`src/rtl/uart_rx_word_loader_if.sv`:
```
`default_nettype none
// ============================================================================
//  Module      : uart_rx_word_loader_if
//  Description : Receiver handshake and instruction-memory write bundle for
//                the UART boot-load word loader.
//  Revision    : 1.0  initial release
// ============================================================================
interface uart_rx_word_loader_if #(
    parameter int ADDR_W = 10
);
    logic [7:0]        rx_data;
    logic              rx_flag;
    logic              rx_flag_clr;
    logic              mem_we;
    logic [ADDR_W-1:0] mem_addr;
    logic [31:0]       mem_wdata;
    logic              busy;
    logic              done;
    logic              error;

    // Loader side
    modport slave (
        input  rx_data, rx_flag,
        output rx_flag_clr, mem_we, mem_addr, mem_wdata, busy, done, error
    );

    // Receiver / memory / system side
    modport master (
        output rx_data, rx_flag,
        input  rx_flag_clr, mem_we, mem_addr, mem_wdata, busy, done, error
    );
endinterface
`default_nettype wire

```
`src/rtl/uart_rx_word_loader.sv`:
```
`default_nettype none
// ============================================================================
//  Module      : uart_rx_word_loader
//  Description : Parses a framed UART boot stream (header, 16-bit word count,
//                little-endian words) and writes words to instruction memory.
//  Revision    : 1.0  initial release
// ============================================================================
module uart_rx_word_loader #(
    parameter logic [7:0] HEADER    = 8'hA5,
    parameter int         ADDR_W    = 10,
    parameter int         BASE_ADDR = 0,
    parameter int         TIMEOUT   = 1_000_000
) (
    input  wire logic               clk,
    input  wire logic               rst,
    uart_rx_word_loader_if.slave    bus
);

    typedef enum logic [2:0] {
        S_IDLE   = 3'd0,
        S_CNT_LO = 3'd1,
        S_CNT_HI = 3'd2,
        S_DATA   = 3'd3,
        S_WRITE  = 3'd4,
        S_DONE   = 3'd5,
        S_ERR    = 3'd6
    } state_t;

    localparam int               c_TO_W      = (TIMEOUT > 1) ? $clog2(TIMEOUT) : 1;
    localparam logic [c_TO_W-1:0] c_TO_LAST  = c_TO_W'(TIMEOUT - 1);
    localparam logic [32:0]      c_MAX_WORDS = (33'd1 << ADDR_W) - 33'(BASE_ADDR);

    state_t              r_state;
    state_t              w_state_nxt;
    logic                r_rx_flag_clr;
    logic [15:0]         r_count;
    logic [15:0]         r_index;
    logic [1:0]          r_lane;
    logic [31:0]         r_wdata;
    logic [c_TO_W-1:0]   r_idle_cnt;
    logic                r_done;
    logic                r_error;

    logic                w_can_take;
    logic                w_accept;
    logic                w_counting;
    logic                w_timeout;
    logic                w_header;
    logic [15:0]         w_count_full;
    logic [15:0]         w_index_inc;

    // A byte is only sampled when the previous clear pulse has finished.
    assign w_can_take   = (r_state == S_IDLE) || (r_state == S_CNT_LO) ||
                          (r_state == S_CNT_HI) || (r_state == S_DATA);
    assign w_accept     = bus.rx_flag && !r_rx_flag_clr && w_can_take;
    assign w_counting   = (r_state == S_CNT_LO) || (r_state == S_CNT_HI) ||
                          (r_state == S_DATA);
    assign w_timeout    = (r_idle_cnt == c_TO_LAST);
    assign w_header     = (r_state == S_IDLE) && w_accept && (bus.rx_data == HEADER);
    assign w_count_full = {bus.rx_data, r_count[7:0]};
    assign w_index_inc  = r_index + 16'd1;

    always_ff @(posedge clk) begin
        if (rst) begin
            r_state <= S_IDLE;
        end else begin
            r_state <= w_state_nxt;
        end
    end

    always_comb begin
        w_state_nxt = r_state;
        case (r_state)
            S_IDLE: begin
                if (w_header) w_state_nxt = S_CNT_LO;
            end
            S_CNT_LO: begin
                if (w_accept)       w_state_nxt = S_CNT_HI;
                else if (w_timeout) w_state_nxt = S_ERR;
            end
            S_CNT_HI: begin
                if (w_accept) begin
                    if (w_count_full == 16'd0)                      w_state_nxt = S_DONE;
                    else if ({17'd0, w_count_full} > c_MAX_WORDS)   w_state_nxt = S_ERR;
                    else                                            w_state_nxt = S_DATA;
                end else if (w_timeout) begin
                    w_state_nxt = S_ERR;
                end
            end
            S_DATA: begin
                // A byte arriving on the terminal count wins over the timeout.
                if (w_accept) begin
                    if (r_lane == 2'd3) w_state_nxt = S_WRITE;
                end else if (w_timeout) begin
                    w_state_nxt = S_ERR;
                end
            end
            S_WRITE: begin
                w_state_nxt = (w_index_inc == r_count) ? S_DONE : S_DATA;
            end
            S_DONE:  w_state_nxt = S_IDLE;
            S_ERR:   w_state_nxt = S_IDLE;
            default: w_state_nxt = S_IDLE;
        endcase
    end

    always_ff @(posedge clk) begin
        if (rst) begin
            r_rx_flag_clr <= 1'b0;
            r_count       <= 16'd0;
            r_index       <= 16'd0;
            r_lane        <= 2'd0;
            r_wdata       <= 32'd0;
            r_idle_cnt    <= '0;
        end else begin
            r_rx_flag_clr <= w_accept;

            if (w_accept || !w_counting) r_idle_cnt <= '0;
            else                         r_idle_cnt <= r_idle_cnt + 1'b1;

            if (w_accept) begin
                case (r_state)
                    S_CNT_LO: r_count[7:0]  <= bus.rx_data;
                    S_CNT_HI: begin
                        r_count[15:8] <= bus.rx_data;
                        r_index       <= 16'd0;
                        r_lane        <= 2'd0;
                    end
                    S_DATA: begin
                        r_wdata[{r_lane, 3'b000} +: 8] <= bus.rx_data;
                        r_lane                         <= r_lane + 2'd1;
                    end
                    default: ;
                endcase
            end

            if (r_state == S_WRITE) r_index <= w_index_inc;
        end
    end

    always_ff @(posedge clk) begin
        if (rst) begin
            r_done  <= 1'b0;
            r_error <= 1'b0;
        end else if (w_header) begin
            r_done  <= 1'b0;
            r_error <= 1'b0;
        end else if (w_state_nxt == S_DONE) begin
            r_done  <= 1'b1;
            r_error <= 1'b0;
        end else if (w_state_nxt == S_ERR) begin
            r_done  <= 1'b0;
            r_error <= 1'b1;
        end
    end

    assign bus.rx_flag_clr = r_rx_flag_clr;
    assign bus.mem_we      = (r_state == S_WRITE);
    assign bus.mem_addr    = (r_state == S_WRITE) ?
                             (ADDR_W'(BASE_ADDR) + r_index[ADDR_W-1:0]) : '0;
    assign bus.mem_wdata   = r_wdata;
    assign bus.busy        = w_counting || (r_state == S_WRITE);
    assign bus.done        = r_done;
    assign bus.error       = r_error;

endmodule
`default_nettype wire

```
`src/flat_wrapper.sv`:
```
// flat-port wrapper written by rule: the top's interface ports become plain ports
module uart_rx_word_loader_flat 
#(
    parameter logic [7:0] HEADER    = 8'hA5,
    parameter int         ADDR_W    = 10,
    parameter int         BASE_ADDR = 0,
    parameter int         TIMEOUT   = 1_000_000
)
  (clk, rst, bus_rx_data, bus_rx_flag, bus_rx_flag_clr, bus_mem_we, bus_mem_addr, bus_mem_wdata, bus_busy, bus_done, bus_error);
  uart_rx_word_loader_if #(.ADDR_W(ADDR_W)) bus_i ();
  input  wire logic clk;
  input  wire logic rst;
  input wire logic [$bits(bus_i.rx_data)-1:0] bus_rx_data;
  input wire logic [$bits(bus_i.rx_flag)-1:0] bus_rx_flag;
  output wire logic [$bits(bus_i.rx_flag_clr)-1:0] bus_rx_flag_clr;
  output wire logic [$bits(bus_i.mem_we)-1:0] bus_mem_we;
  output wire logic [$bits(bus_i.mem_addr)-1:0] bus_mem_addr;
  output wire logic [$bits(bus_i.mem_wdata)-1:0] bus_mem_wdata;
  output wire logic [$bits(bus_i.busy)-1:0] bus_busy;
  output wire logic [$bits(bus_i.done)-1:0] bus_done;
  output wire logic [$bits(bus_i.error)-1:0] bus_error;
  assign bus_i.rx_data = bus_rx_data;
  assign bus_i.rx_flag = bus_rx_flag;
  assign bus_rx_flag_clr = bus_i.rx_flag_clr;
  assign bus_mem_we = bus_i.mem_we;
  assign bus_mem_addr = bus_i.mem_addr;
  assign bus_mem_wdata = bus_i.mem_wdata;
  assign bus_busy = bus_i.busy;
  assign bus_done = bus_i.done;
  assign bus_error = bus_i.error;
  uart_rx_word_loader #(.HEADER(HEADER), .ADDR_W(ADDR_W), .BASE_ADDR(BASE_ADDR), .TIMEOUT(TIMEOUT)) u_core (.clk(clk), .rst(rst), .bus(bus_i));
endmodule
```
`config.mk`:
```
export PLATFORM = sky130hd
export DESIGN_NAME = uart_rx_word_loader_flat
export DESIGN_NICKNAME = d
export VERILOG_FILES = /design/src/rtl/uart_rx_word_loader_if.sv /design/src/rtl/uart_rx_word_loader.sv /design/src/flat_wrapper.sv
export SDC_FILE = /design/constraint.sdc
export NUM_CORES = 1
export LEC_CHECK = 0
export BUFFER_PORTS_ARGS = -buffer_cell sky130_fd_sc_hd__buf_2
export CORE_UTILIZATION = 45
export CTS_CLUSTER_SIZE = 25
export DETAILED_ROUTE_END_ITERATION = 8
export SLEW_MARGIN = 20
export SYNTH_ARGS = -nofsm -noshare
export SYNTH_HDL_FRONTEND = slang
export SYNTH_SLANG_ARGS = --single-unit
export TNS_END_PERCENT = 100
```
`constraint.sdc`:
```
create_clock -name clk -period 2.5 [get_ports clk]
set_input_delay 0.375 -clock clk [delete_from_list [all_inputs] [get_ports clk]]
set_output_delay 0.375 -clock clk [all_outputs]
set_load 0.005 [all_outputs]
```
# ---- Yosys cells after proc, flatten, opt, wreduce, memory -nomap -nowiden
# Index checks and enable logic that the tools add are counted.
dict set report totals {
  mem_count 0
  latch_bits 0
  rom_bits 0
  reg_bits 92
  mem_bits_rw 0
  wordCells 72
}
dict set report op_classes {
  eq_ne 10
  n_shift 2
  magnitude_cmp 1
  add_sub_neg 4
  div_mod_pow 0
  reduce_logical 27
  n_bitwise 0
  multipliers 0
  n_mux 18
}
# operator count
set ops {}
lappend ops {{16-bit 2-to-1 mux} 3}
lappend ops {{32-bit bitwise mux} 1}
lappend ops {{8-bit by 7-bit variable shift with 32-bit output (first input constant)} 1}
lappend ops {{8-bit by 7-bit variable part select with 32-bit output} 1}
lappend ops {{3-bit 2-to-1 mux} 9}
lappend ops {{20-bit by 1-bit adder with 20-bit output (second input constant)} 1}
lappend ops {{20-bit equality test (second input constant)} 1}
lappend ops {{16-bit by 1-bit adder with 16-bit output (second input constant)} 1}
lappend ops {{16-bit equality test} 1}
lappend ops {{16-bit by 11-bit > comparator with 1-bit output (second input constant)} 1}
lappend ops {{16-bit zero test} 1}
lappend ops {{3-bit case mux with 5 select lines} 1}
lappend ops {{10-bit 2-to-1 mux} 1}
lappend ops {{2-bit AND reduction} 5}
lappend ops {{3-bit equality test (second input constant)} 3}
lappend ops {{8-bit equality test (second input constant)} 1}
lappend ops {{2-bit nonzero test} 4}
lappend ops {{1-bit logical OR} 7}
lappend ops {{5-bit negation with 7-bit output} 1}
lappend ops {{3-bit by 2-bit equality test with 1-bit output (second input constant)} 2}
lappend ops {{1-bit logical AND} 4}
lappend ops {{2-bit case mux with 2 select lines} 1}
lappend ops {{2-bit OR reduction} 2}
lappend ops {{3-bit by 1-bit equality test with 1-bit output (second input constant)} 1}
lappend ops {{other kinds (6)} 8}

# ---- Depth between registers and ports, before layout
dict set report logic_depth {
  depth_word 12
  mapped_depth 9
  depth_no_buf 7
}

# ---- Least setup slack after synthesis
# Ideal clock, no wire load.
dict set report synth_path {
  path_kind {reg-to-reg}
  from {register u_core.r_index[1]}
  to {register u_core.r_error, in the netlist u_core.bus.error}
  t_required_ns 2.380
  arrival_time_ns 2.023
  setup_ns 0.120
  path_stages_with_launch 8
  slack_ns 0.357
  path_cell_list {dfxtp_1 -> ha_1 -> and3_1 -> a22oi_1 -> a2111o_1 -> nor4_2 -> nand4_1 -> a211o_1}
}
dict set report synth_via {
  elab_chain_cells 6
  elab_cells_between_ends 7
  cone_classes {1 x add/sub; 3 x eq/ne; 2 x mux; 1 x reduce/logical}
}
# item line
set synth_lines {}
lappend synth_lines {{from (decl)} uart_rx_word_loader.sv:37} ;# logic [15:0] r_index;
lappend synth_lines {{from (signal assigned)} uart_rx_word_loader.sv:137} ;# if (r_state == S_WRITE) r_index <= w_index_inc;
lappend synth_lines {{16-bit by 1-bit adder with 16-bit output (*)} uart_rx_word_loader.sv:61} ;# assign w_index_inc = r_index + 16'd1;
lappend synth_lines {{16-bit equality test (*)} uart_rx_word_loader.sv:99} ;# w_state_nxt = (w_index_inc == r_count) ? S_DONE : S_DATA;
lappend synth_lines {{3-bit 2-to-1 mux (*)} uart_rx_word_loader.sv:99}
lappend synth_lines {{3-bit case mux with 5 select lines (*)} uart_rx_word_loader.sv:73} ;# case (r_state)
lappend synth_lines {{3-bit equality test} uart_rx_word_loader.sv:148} ;# end else if (w_state_nxt == S_DONE) begin
lappend synth_lines {{3-bit OR reduction (no line)} n/a}
lappend synth_lines {{to (signal assigned)} uart_rx_word_loader.sv:147} ;# r_error <= 1'b0;
lappend synth_lines {{to (signal assigned)} uart_rx_word_loader.sv:150} ;# r_error <= 1'b0;
lappend synth_lines {{to (signal assigned)} uart_rx_word_loader.sv:153} ;# r_error <= 1'b1;
lappend synth_lines {{to (decl)} uart_rx_word_loader.sv:42} ;# logic r_error;
# Mark *: on every way between the ends. The rest lies on a longest branch, timed or not.
# A chain may end at the register's enable or synchronous reset.

# ---- Worst setup path in the final report
dict set report layout_path {
  from {register u_core.r_state[1]}
  to {output bus_mem_we}
}
dict set report layout_via {
  elab_chain_cells 1
}
# item line
set layout_lines {}
lappend layout_lines {{from (decl)} uart_rx_word_loader.sv:33} ;# state_t r_state;
lappend layout_lines {{from (signal assigned)} uart_rx_word_loader.sv:67} ;# r_state <= w_state_nxt;
lappend layout_lines {{3-bit equality test} uart_rx_word_loader.sv:158} ;# assign bus.mem_we = (r_state == S_WRITE);
lappend layout_lines {{to (decl)} flat_wrapper.sv:16} ;# output wire logic [$bits(bus_i.mem_we)-1:0] bus_mem_we;
# Every way passes these cells.

==> impl_metrics.tcl <==
set metrics [dict create \
    status "complete, no violations" \
    ioPinCount 58 \
    synth_commonest_cells "dfxtp_1 (92), nor2_1 (66), nand2_1 (58)" \
    num_antenna_cells 0 \
    r2r-start "u_core.r_index[2]" \
    die_w_um 103.1 \
    holdBufCountCts 0 \
    clock-root-buffer "clkbuf_8" \
    grt_max_degree 58 \
    netlist_top_cells_area "dfxtp_1 (40%), a21oi_1 (6.2%), nor2_1 (5.4%), nand2_1 (4.7%), nand3_1 (4.6%)" \
    grt_first_pass_wirelength_mm 19.64 \
    rows 36 \
    reg2reg_slack_ns 0.19 \
    critPathCapture "bus_mem_we" \
    synth-main-ff-cell "dfxtp_1" \
    synth_edf_count 0 \
    async_reset_ff_share_pct 0 \
    cp-startpoint "u_core.r_state[1]" \
    cap_violations 0 \
    nets 646 \
    drive_above_1_share_pct 18.20 \
    ir_worst_vdd_mv 0.3060 \
    endpoint_kind "output port" \
    hold_class "primary input to register" \
    post-route-period-util_pct 93.42 \
    worstRegToRegCells 6 \
    ys_ff_latch 92 \
    critPathKind "register to output port" \
    dp_hpwl_mm 8.759 \
    drt-initial-drc-count 257 \
    startpoint_type "register" \
    htree_levels 3 \
    initial_utilization_pct 46.84 \
    synth_seq_area_share_pct 40.04 \
    fin_crit_ns 2.335 \
    report.final.slew_viol_count 0 \
    syn_nets 589 \
    yosys.area.top_type "dfxtp_1" \
    cts_buffer_depth 2 \
    setup_tns_ns 0 \
    rsz0062_at_grt "no" \
    hold_slack_ns 0.3520 \
    r2r_end "u_core.bus.error" \
    yosysTopAreaCellShare_pct 40.04 \
    cp.arrival_ns 1.96 \
    wirelength_mm 12.35 \
    syn_area_per_cell_um2 8.069 \
    finalSetupViolations 0 \
    use_met2_pct 39.23 \
    drcViolationCount 0 \
    synth_warnings 0 \
    dieHeight_um 103.1 \
    clkLatencyLatePin_ns 0.37 \
    antenna_found_initial 0 \
    synth_area_um2 4599 \
    path_clk_slew_ns 0.10 \
    finClkSkew_ns 0.009899 \
    ant_nets 0 \
    grt_busiest_layer "met2" \
    grtUsageMet3_pct 4.881 \
    wl_per_cell_um 16.14 \
    hold_viol 0 \
    cp.required_ns 2.12 \
    area_delta_synth_final_pct 15.23 \
    cts-buffers-inserted 9 \
    fin_util_pct 53.98 \
    powerDensity_nw_per_um2 488.5 \
    portBuffers 57 \
    leakagePower_uw 0.002130 \
    grt_pass1_vias 3826 \
    coreArea_um2 9819 \
    synthCells 570 \
    synth.most_common_cell "dfxtp_1" \
    cp_max_fo 12 \
    overflow 0 \
    grt_usage_pct 24.36 \
    cts_tree "yes" \
    num-fill-cells 994 \
    clkSinkCount 92 \
    fmax_ghz 0.4282 \
    via_count 4306 \
    met1_usage_pct 33.19 \
    ys_types 60 \
    drtPass1Iterations 5 \
    vias_per_cell 5.629 \
    place_congestion 0.9563 \
    tightestPinTransition_ns 0.6552 \
    slew_headroom_pct 56.32 \
    die-area_um2 10630 \
]
-- power by group --
group | switching [uW] | internal (uW)
sequential | 4.46 | 1470
clock | 556 | 475
combinational | 59.1 | 26.1
-- timing repair --
| item | in CTS | in global routing |
|---|---|---|
| setup buffers | 0 | 0 |
| endpoints found under the setup margin | 0 | 2 |
| gates resized for setup | 0 | 2 |
-- cell usage in the layout, fill, tap and decap left out, types with 3 or more instances in the layout --
cell type and count:
nor2b_1 3, nand2_1 58, a21oi_1 57, nand4b_1 3, nand4_1 9, dfxtp_1 92, nor4b_1 3, nand2b_1 3
o21ai_0 25, a22oi_1 10, buf_4 28, nor4_1 6, ha_1 7, a31oi_1 4, buf_2 57, nor3_1 7
nor2_1 66, a211oi_1 3, nand3_1 42, and3_1 21, xor2_1 16, xnor2_1 21, inv_1 11, clkbuf_8 9
mux2i_1 8, or3_1 6, and2_1 7, a311oi_1 5
-- cell families (layout without fill, tap and decap cells) --
family,Yosys count,count (layout),synth area share [%]
compound gates,119,119,15.37
simple gates,256,256,28.97
buf+inv,50,112,4.652
fa+ha+maj,8,8,2.176
flops,92,92,40.04
xor+xnor,37,37,7.046
mux,8,8,1.741
-- area by class of cell --
| cell class | count | area (um^2) | share of cell area [%] |
|---|---|---|---|
| inverters | 11 | 41.29 | 0.7790 |
| multi-input cells | 428 | 2555 | 48.21 |
| well taps | 133 | 166.4 | 3.140 |
| clock inverters | 6 | 72.57 | 1.369 |
| clock buffers | 10 | 127.6 | 2.408 |
| repair buffers | 85 | 495.5 | 9.348 |
| flip-flops and latches | 92 | 1842 | 34.75 |
-- through the flow --
step           cells  power [uW]  worst slack [ns]  cell area, um^2
5_1_grt          765        2703           0.01270             5300
2_1_floorplan    570        1550            0.3572             4599
3_5_place_dp     749        1592            0.1806             5089
3_3_place_gp     749        1592            0.2588             5089
4_1_cts          765        2630            0.1607             5289
6_report         765        2589            0.1646             5300
-- worst max-delay path, cell delays in order (launching register included) --
cell and delay (ns):
dfxtp_1 0.40, nor2_1 0.38, nand2_1 0.31, inv_1 0.15, buf_4 0.21, buf_2 0.14
-- routing by layer --
metal,vias up,share of wire (%)
met5,-,0
met4,0,1.3
met3,14,5.5
met2,131,46
met1,2038,47
li1,2123,-
-- flip-flops by register name, indices dropped and copies added (netlist names) --
name                    cells
u_core.bus.rx_flag_clr      1
u_core.r_index             16
u_core.r_lane               2
u_core.bus.mem_wdata       32
u_core.bus.error            1
u_core.r_state              3
u_core.bus.done             1
u_core.r_count             16
u_core.r_idle_cnt          20
-- worst min-delay path by stage --
stage	from	to	cells past startpoint
2_1_floorplan	u_core.r_idle_cnt[0]	u_core.r_idle_cnt[0]	1
3_3_place_gp	u_core.bus.mem_wdata[25]	u_core.bus.mem_wdata[25]	2
3_5_place_dp	u_core.bus.mem_wdata[2]	u_core.bus.mem_wdata[2]	2
4_1_cts	bus_rx_data[1]	u_core.r_count[9]	3
5_1_grt	bus_rx_data[1]	u_core.r_count[9]	3
6_report	bus_rx_data[1]	u_core.r_count[9]	3
No activity file was read; power rests on OpenSTA's default activity.
